--- src/rtl/led_chaser_if.sv ---
// Control and drive bundle between the LED chaser and its user.
// The master sets enable/mode/speed; the slave (chaser) drives LED, pos and step.
interface led_chaser_if #(
  parameter int unsigned NUM_LEDS = 16
) ();
  localparam int unsigned POS_W = (NUM_LEDS > 2) ? $clog2(NUM_LEDS) : 1;

  logic                enable;
  logic [1:0]          mode;
  logic [1:0]          speed;
  logic [NUM_LEDS-1:0] LED;
  logic [POS_W-1:0]    pos;
  logic                step;

  modport master (output enable, mode, speed, input LED, pos, step);
  modport slave  (input enable, mode, speed, output LED, pos, step);
endinterface

--- src/rtl/led_chaser.sv ---
// One-hot LED chaser with a run-time selectable step rate and
// up / down / bounce / blink-all modes; exports a one-cycle step pulse.
module led_chaser #(
  parameter int unsigned NUM_LEDS    = 16,
  parameter int unsigned CLK_FREQ_HZ = 100_000_000,
  parameter int unsigned STEP_MS     = 1000
) (
  input  logic         clk,
  input  logic         rst,
  led_chaser_if.slave  bus
);

  localparam int unsigned BASE_COUNT = CLK_FREQ_HZ / 1000 * STEP_MS;
  localparam int unsigned CNT_W      = $clog2(BASE_COUNT);
  localparam int unsigned POS_W      = (NUM_LEDS > 2) ? $clog2(NUM_LEDS) : 1;
  localparam logic [POS_W-1:0] LAST_POS = POS_W'(NUM_LEDS - 1);
  localparam logic [POS_W-1:0] PREV_POS = POS_W'(NUM_LEDS - 2);

  if (BASE_COUNT < 8) begin : g_bad_base_count
    $error("led_chaser: BASE_COUNT must be at least 8");
  end
  if (NUM_LEDS < 2 || NUM_LEDS > 64) begin : g_bad_num_leds
    $error("led_chaser: NUM_LEDS must be in 2..64");
  end

  typedef enum logic [1:0] {
    MODE_UP     = 2'd0,
    MODE_DOWN   = 2'd1,
    MODE_BOUNCE = 2'd2,
    MODE_BLINK  = 2'd3
  } mode_e;

  logic [CNT_W-1:0]    cnt, cnt_n;
  logic [POS_W-1:0]    pos, pos_n;
  logic                dir, dir_n;
  logic                blink_on, blink_n;
  logic [NUM_LEDS-1:0] led, led_n;
  logic                step;
  logic [CNT_W-1:0]    period_m1_c;
  logic                tick_c;
  mode_e               mode_c;

  assign mode_c = mode_e'(bus.mode);

  // Compare limit P-1 for the selected rate; >= lets a shortened period tick at once
  always_comb begin
    period_m1_c = CNT_W'(BASE_COUNT - 1);
    case (bus.speed)
      2'd1:    period_m1_c = CNT_W'((BASE_COUNT >> 1) - 1);
      2'd2:    period_m1_c = CNT_W'((BASE_COUNT >> 2) - 1);
      2'd3:    period_m1_c = CNT_W'((BASE_COUNT >> 3) - 1);
      default: period_m1_c = CNT_W'(BASE_COUNT - 1);
    endcase
  end

  assign tick_c = bus.enable && (cnt >= period_m1_c);

  // Next-state: prescaler, position/direction walk, blink phase and LED image
  always_comb begin
    cnt_n   = cnt;
    pos_n   = pos;
    dir_n   = dir;
    blink_n = blink_on;
    led_n   = '0;

    if (tick_c)          cnt_n = '0;
    else if (bus.enable) cnt_n = cnt + 1'b1;

    if (tick_c) begin
      case (mode_c)
        MODE_UP: begin
          pos_n = (pos == LAST_POS) ? '0 : pos + 1'b1;
          dir_n = 1'b0;
        end
        MODE_DOWN: begin
          pos_n = (pos == '0) ? LAST_POS : pos - 1'b1;
          dir_n = 1'b1;
        end
        MODE_BOUNCE: begin
          if (!dir) begin
            if (pos == LAST_POS) begin
              dir_n = 1'b1;
              pos_n = PREV_POS;
            end else begin
              pos_n = pos + 1'b1;
            end
          end else begin
            if (pos == '0) begin
              dir_n = 1'b0;
              pos_n = POS_W'(1);
            end else begin
              pos_n = pos - 1'b1;
            end
          end
        end
        default: blink_n = ~blink_on;
      endcase
    end

    // Held high outside BLINK so entering BLINK always shows all-on first
    if (mode_c != MODE_BLINK) blink_n = 1'b1;

    if (mode_c == MODE_BLINK) led_n = {NUM_LEDS{blink_n}};
    else                      led_n = NUM_LEDS'(1) << pos_n;
  end

  always_ff @(posedge clk) begin
    if (rst) begin
      cnt      <= '0;
      pos      <= '0;
      dir      <= 1'b0;
      blink_on <= 1'b1;
      led      <= NUM_LEDS'(1);
      step     <= 1'b0;
    end else begin
      cnt      <= cnt_n;
      pos      <= pos_n;
      dir      <= dir_n;
      blink_on <= blink_n;
      led      <= led_n;
      step     <= tick_c;
    end
  end

  assign bus.LED  = led;
  assign bus.pos  = pos;
  assign bus.step = step;

endmodule

--- src/flat_wrapper.sv ---
// flat-port wrapper written by rule: the top's interface ports become plain ports
module led_chaser_flat 
#(
  parameter int unsigned NUM_LEDS    = 16,
  parameter int unsigned CLK_FREQ_HZ = 100_000_000,
  parameter int unsigned STEP_MS     = 1000
)
  (clk, rst, bus_enable, bus_mode, bus_speed, bus_LED, bus_pos, bus_step);
  led_chaser_if #(.NUM_LEDS(NUM_LEDS)) bus_i ();
  input  logic clk;
  input  logic rst;
  input wire logic [$bits(bus_i.enable)-1:0] bus_enable;
  input wire logic [$bits(bus_i.mode)-1:0] bus_mode;
  input wire logic [$bits(bus_i.speed)-1:0] bus_speed;
  output wire logic [$bits(bus_i.LED)-1:0] bus_LED;
  output wire logic [$bits(bus_i.pos)-1:0] bus_pos;
  output wire logic [$bits(bus_i.step)-1:0] bus_step;
  assign bus_i.enable = bus_enable;
  assign bus_i.mode = bus_mode;
  assign bus_i.speed = bus_speed;
  assign bus_LED = bus_i.LED;
  assign bus_pos = bus_i.pos;
  assign bus_step = bus_i.step;
  led_chaser #(.NUM_LEDS(NUM_LEDS), .CLK_FREQ_HZ(CLK_FREQ_HZ), .STEP_MS(STEP_MS)) u_core (.clk(clk), .rst(rst), .bus(bus_i));
endmodule
--- config.mk ---
export PLATFORM = sky130hd
export DESIGN_NAME = led_chaser_flat
export DESIGN_NICKNAME = d
export VERILOG_FILES = /design/src/rtl/led_chaser_if.sv /design/src/rtl/led_chaser.sv /design/src/flat_wrapper.sv
export SDC_FILE = /design/constraint.sdc
export NUM_CORES = 1
export LEC_CHECK = 0
export ABC_AREA = 1
export ABC_CLOCK_PERIOD_IN_PS = 5500
export BUFFER_PORTS_ARGS = -buffer_cell sky130_fd_sc_hd__buf_2
export CORE_ASPECT_RATIO = 1.75
export CORE_MARGIN = 2
export CORE_UTILIZATION = 30
export CTS_CLUSTER_DIAMETER = 150
export DETAILED_ROUTE_END_ITERATION = 8
export SYNTH_ARGS = -nofsm -noshare
export SYNTH_HDL_FRONTEND = slang
export SYNTH_SLANG_ARGS = --single-unit
--- constraint.sdc ---
create_clock -name clk -period 5.5 [get_ports clk]
set_input_delay 1.375 -clock clk [delete_from_list [all_inputs] [get_ports clk]]
set_output_delay 1.375 -clock clk [all_outputs]
set_load 0.02 [all_outputs]
==> results of run 1 <==
## cells in the final DEF, fill, tap and decap left out, types with 13 or more instances in the layout
master / Yosys / layout
xor2_1: 13 / 13
buf_2: 4 / 27
inv_1: 46 / 46
dfxtp_1: 50 / 50
nor3_1: 14 / 14
nand3_1: 43 / 43
a21oi_1: 20 / 20
ha_1: 21 / 21
nor2_1: 71 / 71
nand2_1: 100 / 100
## metal layers
layer | wire, µm | up-vias | global-route usage (%)
met5 | 0 | - | 0
met4 | 243 | 0 | 5.62
met3 | 220 | 18 | 2.53
met2 | 4410 | 54 | 28.5
met1 | 2970 | 1387 | 15.4
li1 | - | 1518 | -
## per-stage QoR
stage          setup slack [ns]  total power, mW
6_report                   2.11            0.753
5_1_grt                    1.86            0.787
4_1_cts                    2.10            0.762
3_5_place_dp               1.78            0.439
3_3_place_gp               1.79            0.438
2_1_floorplan              2.33            0.421
## area by class of cell
cell class / count / area, µm² / share of cell area (%)
clock buffers: 5 / 125 / 3.53
clock inverters: 3 / 28.8 / 0.812
inverters: 51 / 194 / 5.47
multi-input cells: 345 / 1900 / 53.7
flip-flops and latches: 50 / 1000 / 28.2
well taps: 127 / 159 / 4.48
repair buffers: 27 / 135 / 3.81
## flip-flops by register name, summed over array words and instances, names as in the netlist
register,count
u_core.cnt,27
u_core.bus.LED,16
u_core.bus.pos,4
u_core.blink_on,1
u_core.bus.step,1
u_core.dir,1
## cells in the mapped netlist
library cell,instances
a211oi_1,1
a21o_1,1
a21oi_1,20
a21oi_2,9
a21oi_4,1
buf_2,4
buf_6,1
clkbuf_1,4
dfxtp_1,50
ha_1,21
inv_1,46
inv_2,4
inv_4,1
mux2i_1,1
nand2_1,100
nand2_2,4
nand2_4,1
nand2_8,1
nand3_1,43
nand3_2,1
nand3b_1,4
nand4_1,6
nor2_1,71
nor2_2,3
nor2_4,2
nor3_1,14
nor3b_1,1
nor4_1,3
nor4_2,1
o211ai_1,1
o21ai_0,6
o21ai_1,1
o21ai_2,3
o21bai_1,1
o22ai_1,1
or2_2,2
xnor2_1,8
xor2_1,13
## kinds of logic after synthesis
logic type / after synthesis / synth area share, %
fa+ha+maj: 21 / 8.36
flops: 50 / 31.8
simple gates: 257 / 36.7
buf+inv: 60 / 7.64
compound gates: 45 / 9.31
xor+xnor: 21 / 5.85
mux: 1 / 0.318
## report_power, final
group	total [mW]	switching, mW	internal, mW
sequential	0.370	0.00208	0.368
combinational	0.0604	0.0420	0.0183
clock	0.323	0.149	0.174
total	0.753	0.193	0.560
## critical path, delay by kind of cell
family                     cells  cell delay, ns
AOI/OAI and AO/OA              3            0.26
adders and majority gates      1            0.27
buffers and inverters          3            0.37
and+or+nand+nor               11            1.27
## how the worst min path moves through the flow
stage / end / slack, ns
finish: u_core.cnt[0] / 0.49
global route: u_core.cnt[0] / 0.53
CTS: u_core.cnt[0] / 0.49
detailed placement: u_core.cnt[0] / 0.48
global placement: u_core.cnt[1] / 0.47
floorplan: u_core.cnt[1] / 0.46
==> metrics.txt, run 1 <==
run status completed; # clock sinks 50; critical path endpoint category flop; power density over the cells 212 nW/µm²; clk_lat worst skew 0.30 ns; Clock Tree Buf Depth 2; total wire length 7840 µm; final worst path period need 3.39 ns; Worst Hold Class flop to flop; worst slew pin tran 0.510 ns; setup_tns 0 ns; Post-Syn Nets 483; period utilisation layout 61.7%; Post-CTS Setup Repair Bufs 0; area post-placement 3390 µm²; die height 139 µm; H-Tree Depth 2; vias in the first global route 2965; Area growth syn-to-layout 12.8%; worst r2r path cells 12; Root Buffer clkbuf_16; placed insts 600; Post-Syn Instances 455; top cell type's share of synthesized area 31.8%; critical path peak fanout 16; DIE AREA 11300 µm²; VDD IR max 0.000103 V; # IOs 28; Buffers on Ports 27; fmax 0.295 GHz; core area 10200 µm²; Post-Layout Cell Count 608; row count 49; largest net degree at the start of global routing 28; Remaining DRCs 0; Critical R2R Launch u_core.bus.pos[0]; Synth area leaders dfxtp_1 (32%), nand2_1 (12%), nor2_1 (8.5%); Die X 81.4 µm; worst path cell trace buf_2 > nand2_1 > inv_1 > ha_1 > nand3_1 > nor2_1 > nor2_1 > nor2_1 > nor2_1 > nand2_1 > nor2_2 > nand2_4 > nand2_8 > inv_4 > o21ai_2 > o21ai_2 > nand2_2 > a21oi_1; WS Path Type input pin to flop; register area share after synthesis 31.8%; Critical Path Start bus_speed[0]; Inserted Clock Buffers 5; end point of the critical path u_core.bus.LED[4]; # fillers 1096; Overflow after GRT 0; Final Util 34.6%; Slew HR 66.0%; first-pass detailed-route iteration total 4; share of layout cells above drive strength 1 14.1%; DRT iter0 DRCs 128; Total Routing Usage GR 14.9%; Data required, critical path 5.67 ns; area leader, netlist dfxtp_1; CP Launch Type input pin; TritonCTS clock tree built; hold path cells 2; routed len/inst 12.9 µm; mapped cell area 3140 µm²; synthesized area per cell 6.91 µm²; clock skew 0.00817 ns; Final Cell Area 3550 µm²; Final Hold Fails 0; routed vias 2977; Final HPWL DP 6210 µm; R2R Setup Slk 3.03 ns; Antenna Violating Nets Remaining 0; register bit total from synthesis 50; first-pass GRT wire length 13500 µm; number of gates resized after CTS 0; RSZ-0062 raised after global routing false; clock-pin slew on the worst setup and hold paths 0.07 ns; initial antenna violation count 0; Static Leak 1.54 nW; Starting Density 30.7%; max incr delay on CP 0.30 ns; hold_ws 0.488 ns; YS warnings 0; CTS Hold Bufs 0; Max Cap Viol 0; Antenna Diode Count 0; unique cell type count in the Yosys netlist 38; Worst Path Arrival 3.56 ns; # setup viols final 0; Final Max Slew Viols 0; GPL Wtd Cong 0.891; hold path start u_core.cnt[0]; CP max-delay cell nand2_2; Vias/cell 4.90; nets@finish 508; most used cell, CP nor2_1; RR Endpoint u_core.bus.LED[3]
Power figures use the tool's default switching activity.
==> run 2: changes to the inputs <==
--- a/config.mk
+++ b/config.mk
@@ -6,7 +6,7 @@
 export NUM_CORES = 1
 export LEC_CHECK = 0
 export ABC_AREA = 1
-export ABC_CLOCK_PERIOD_IN_PS = 5500
+export ABC_CLOCK_PERIOD_IN_PS = 3300
 export BUFFER_PORTS_ARGS = -buffer_cell sky130_fd_sc_hd__buf_2
 export CORE_ASPECT_RATIO = 1.75
 export CORE_MARGIN = 2
==> constraint.sdc (replaced) <==
create_clock -name clk -period 3.3 [get_ports clk]
set_input_delay 0.825 -clock clk [delete_from_list [all_inputs] [get_ports clk]]
set_output_delay 0.825 -clock clk [all_outputs]
set_load 0.02 [all_outputs]
==> metrics.txt, run 2 (synthesized netlist as in run 1, its figures left out) <==
CP Launch Type input pin; share of layout cells above drive strength 1 14.3%; clk_lat worst skew 0.30 ns; Final Util 34.8%; WS Path Type input pin to flop; Multi-input gate area 1900 µm²; worst r2r path cells 12; RR Endpoint u_core.bus.LED[8]; DIE AREA 11300 µm²; run status completed; Pwr Total 1.26 mW; Static Leak 1.55 nW; Antenna Violating Nets Remaining 0; VDD IR max 0.000192 V; Critical R2R Launch u_core.bus.pos[0]; Largest register FFs 27; Final Max Slew Viols 0; row count 49; post-place setup slack 0.115 ns; core area 10200 µm²; Final WS setup 0.420 ns; Final HPWL DP 6200 µm; Root Buffer clkbuf_16; largest net degree at the start of global routing 28; end point of the critical path u_core.bus.LED[8]; total wire length 7900 µm; Register Area 1000 µm²; first-pass GRT wire length 13500 µm; first-pass detailed-route iteration total 4; critical path endpoint category flop; clock skew 0.0101 ns; # clock sinks 50; number of gates resized after CTS 0; power density over the cells 354 nW/µm²; Die X 81.4 µm; Starting Density 30.7%; worst slew pin tran 0.500 ns; routed len/inst 13.0 µm; Remaining DRCs 0; Clock Tree Buf Depth 2; # setup viols final 0; period utilisation layout 87.3%; Vias/cell 4.83; Buffers on Ports 27; # fillers 1107; Overflow after GRT 0; critical path peak fanout 9; # IOs 28; GPL Wtd Cong 0.888; Post-CTS Setup Repair Bufs 0; DRT iter0 DRCs 141; nets@finish 509; R2R Setup Slk 0.78 ns; TritonCTS clock tree built; routed vias 2941; Slew HR 66.7%; final worst path period need 2.88 ns; Worst Hold Class flop to flop; RSZ-0062 raised after global routing false; Data required, critical path 3.47 ns; Critical Path Start bus_speed[0]; Biggest register u_core.cnt; Total Routing Usage GR 15.0%; Max Cap Viol 0; vias in the first global route 2982; CTS Hold Bufs 0; commonest non-fill, non-tap cell in the layout nand2_1; initial antenna violation count 0; H-Tree Depth 2; die height 139 µm; Worst Path Arrival 3.05 ns; fmax 0.347 GHz; setup_tns 0 ns; Inserted Clock Buffers 5; Antenna Diode Count 0; commonest cells after routing, fill and taps aside nand2_1 (100), nor2_1 (71), dfxtp_1 (50), inv_1 (46), nand3_1 (43); clock-pin slew on the worst setup and hold paths 0.07 ns; Final Hold Fails 0; Area growth syn-to-layout 13.4%
## run 2: power breakdown
part | leakage [nW] | internal (mW) | switching, mW
clock | 0.0759 | 0.290 | 0.254
combinational | 1.07 | 0.0330 | 0.0699
sequential | 0.406 | 0.613 | 0.00353
total | 1.55 | 0.935 | 0.328
## run 2: worst min-delay path by stage
stage | cells after the start | endpoint | startpoint | slack (ns)
after floorplan | 2 | u_core.cnt[1] | u_core.cnt[1] | 0.46
after global placement | 2 | u_core.cnt[1] | u_core.cnt[1] | 0.47
after detailed placement | 2 | u_core.cnt[1] | u_core.cnt[1] | 0.48
after CTS | 2 | u_core.cnt[1] | u_core.cnt[1] | 0.49
after global routing | 2 | u_core.cnt[26] | u_core.cnt[26] | 0.51
final | 2 | u_core.cnt[1] | u_core.cnt[1] | 0.49
## run 2: routing by layer
metal	wire (µm)	track usage (%)	vias up	part of all wire [%]
li1	-	-	1522	-
met1	3020	15.2	1332	38
met2	4250	27.7	62	54
met3	217	2.46	25	2.7
met4	402	8.39	0	5.1
met5	0	0	-	0
## run 2: final cells by class
cell class | count | area share, %
multi-input combinational | 345 | 53.4
sequential | 50 | 28.1
inverter | 51 | 5.44
tap | 127 | 4.46
timing repair buffer | 28 | 4.35
clock buffer | 5 | 3.51
clock inverter | 3 | 0.807
## run 2: through the flow
stage          instances  area [µm²]  hold WS, ns
5_1_grt              609        3570        0.514
4_1_cts              609        3570        0.489
2_1_floorplan        455        3140        0.458
3_3_place_gp         601        3410        0.472
3_5_place_dp         601        3410        0.478
6_report             609        3570        0.485
## run 2: critical path: stages
cell,delay [ns]
buf_2,0.16
nand2_1,0.13
inv_1,0.11
ha_1,0.28
nand2_1,0.04
inv_1,0.06
nand2_1,0.08
nor2_1,0.12
nand2_1,0.06
nor2_1,0.10
nand2_1,0.06
nand2_1,0.08
nor2_2,0.05
nand2_4,0.11
nand2_8,0.09
o21ai_2,0.37
inv_2,0.15
nand3_1,0.13
a21oi_2,0.05
==> run 3: changes to the inputs <==
==> constraint.sdc (replaced) <==
create_clock -name clk -period 3.3 [get_ports clk]
set_input_delay 0 -clock clk [delete_from_list [all_inputs] [get_ports clk]]
set_output_delay 0 -clock clk [all_outputs]
set_load 0.02 [all_outputs]
==> metrics.txt, run 3 (synthesized netlist as in run 1, its figures left out) <==
number of gates resized after CTS 0; Final HPWL DP 6550 µm; routed len/inst 13.5 µm; Worst Hold Class input pin to flop; largest net degree at the start of global routing 28; end point of the critical path u_core.bus.LED[2]; area post-placement 3390 µm²; Biggest register u_core.cnt; worst slew pin tran 0.546 ns; Final Max Slew Viols 0; nets@finish 508; Final Hold Fails 0; CP Launch Type flop; # setup viols final 0; fmax 0.409 GHz; WS Path Type flop to flop; critical path endpoint category flop; Overflow after GRT 0; total wire length 8180 µm; CTS Hold Bufs 0; Area growth syn-to-layout 12.7%; DIE AREA 11300 µm²; RR Endpoint u_core.bus.LED[2]; # IOs 28; Starting Density 30.7%; Final Util 34.6%; # clock sinks 50; first-pass detailed-route iteration total 4; clock-pin slew on the worst setup and hold paths 0.07 ns; Post-CTS Setup Repair Bufs 0; Vias/cell 4.94; H-Tree Depth 2; vias in the first global route 3057; initial antenna violation count 0; commonest cells after routing, fill and taps aside nand2_1 (100), nor2_1 (71), dfxtp_1 (50), inv_1 (46), nand3_1 (43); worst r2r path cells 12; Buffers on Ports 27; Final Cell Area 3540 µm²; Worst Path Arrival 2.60 ns; Root Buffer clkbuf_16; run status completed; Data required, critical path 3.46 ns; Slew HR 63.6%; clk_lat worst skew 0.29 ns; Total Routing Usage GR 15.9%; Max Cap Viol 0; Antenna Violating Nets Remaining 0; DRT iter0 DRCs 156; die height 139 µm; Antenna Diode Count 0; Static Leak 1.54 nW; GPL Wtd Cong 0.917; Inserted Clock Buffers 5; Critical Path Start u_core.bus.pos[0]; Remaining DRCs 0; power density over the cells 351 nW/µm²; R2R Setup Slk 0.86 ns; commonest non-fill, non-tap cell in the layout nand2_1; Die X 81.4 µm; first-pass GRT wire length 14300 µm; RSZ-0062 raised after global routing false; period utilisation layout 74.0%; final worst path period need 2.44 ns; row count 49; critical path peak fanout 9; Critical R2R Launch u_core.bus.pos[0]; TritonCTS clock tree built; share of layout cells above drive strength 1 14.1%; Clock Tree Buf Depth 2; setup_tns 0 ns; routed vias 3005; VDD IR max 0.000275 V; clock skew 0.00481 ns; Largest register FFs 27; core area 10200 µm²
-- run 3: cell types whose count changed in the layout (fill, tap and decap cells not counted) --
cell / change
clkinv_4: -1
buf_12: -1
inv_6: +2
inv_8: -1
-- run 3: final cells by class --
type / count / area, µm²
fill: 1087 / 6700
clock buffer: 5 / 125
inverter: 51 / 194
tap: 127 / 159
multi-input combinational: 345 / 1900
sequential: 50 / 1000
timing repair buffer: 27 / 135
clock inverter: 3 / 26.3
-- run 3: worst min-delay path by stage --
stage                      start             to  cells after the start
3_3_place_gp   u_core.bus.LED[0]     bus_LED[0]                      1
3_5_place_dp   u_core.bus.LED[3]     bus_LED[3]                      1
2_1_floorplan                rst     u_core.dir                      1
6_report              bus_enable  u_core.cnt[1]                      3
4_1_cts               bus_enable  u_core.cnt[1]                      3
5_1_grt               bus_enable  u_core.cnt[0]                      3
-- run 3: critical path, cell delays in order, from the launching register on --
cell and delay [ns]:
dfxtp_1 0.44, inv_1 0.19, ha_1 0.26, nand2_1 0.14, inv_1 0.08, o21ai_0 0.17, nand3_1 0.08, nand3_1 0.08
mux2i_1 0.12, o21ai_2 0.39, inv_2 0.15, nand3_1 0.13, a21oi_1 0.07
-- run 3: stage by stage --
| step | std cells | hold WS, ns | power [mW] | worst slack, ns |
|---|---|---|---|---|
| after global placement | 600 | 0.420 | 0.731 | 0.852 |
| after CTS | 608 | 0.125 | 1.27 | 0.867 |
| final | 608 | 0.137 | 1.24 | 0.857 |
| after detailed placement | 600 | 0.417 | 0.732 | 0.874 |
| after global routing | 608 | 0.157 | 1.30 | 0.501 |
| after floorplan | 455 | 0.0785 | 0.702 | 1.19 |
-- run 3: layer usage --
layer	track usage [%]	part of all wire [%]	up-vias	routed length, µm
met1	16.2	36	1388	2950
li1	-	-	1517	-
met4	7.49	4.2	0	344
met2	30.4	57	75	4650
met3	2.01	2.9	25	235
met5	0	0	-	0
-- run 3: where the power goes --
| part | switching, mW | leakage, nW | internal [mW] | total (mW) |
|---|---|---|---|---|
| combinational | 0.0696 | 1.06 | 0.0307 | 0.100 |
| sequential | 0.00333 | 0.406 | 0.613 | 0.616 |
| clock | 0.238 | 0.0748 | 0.288 | 0.526 |
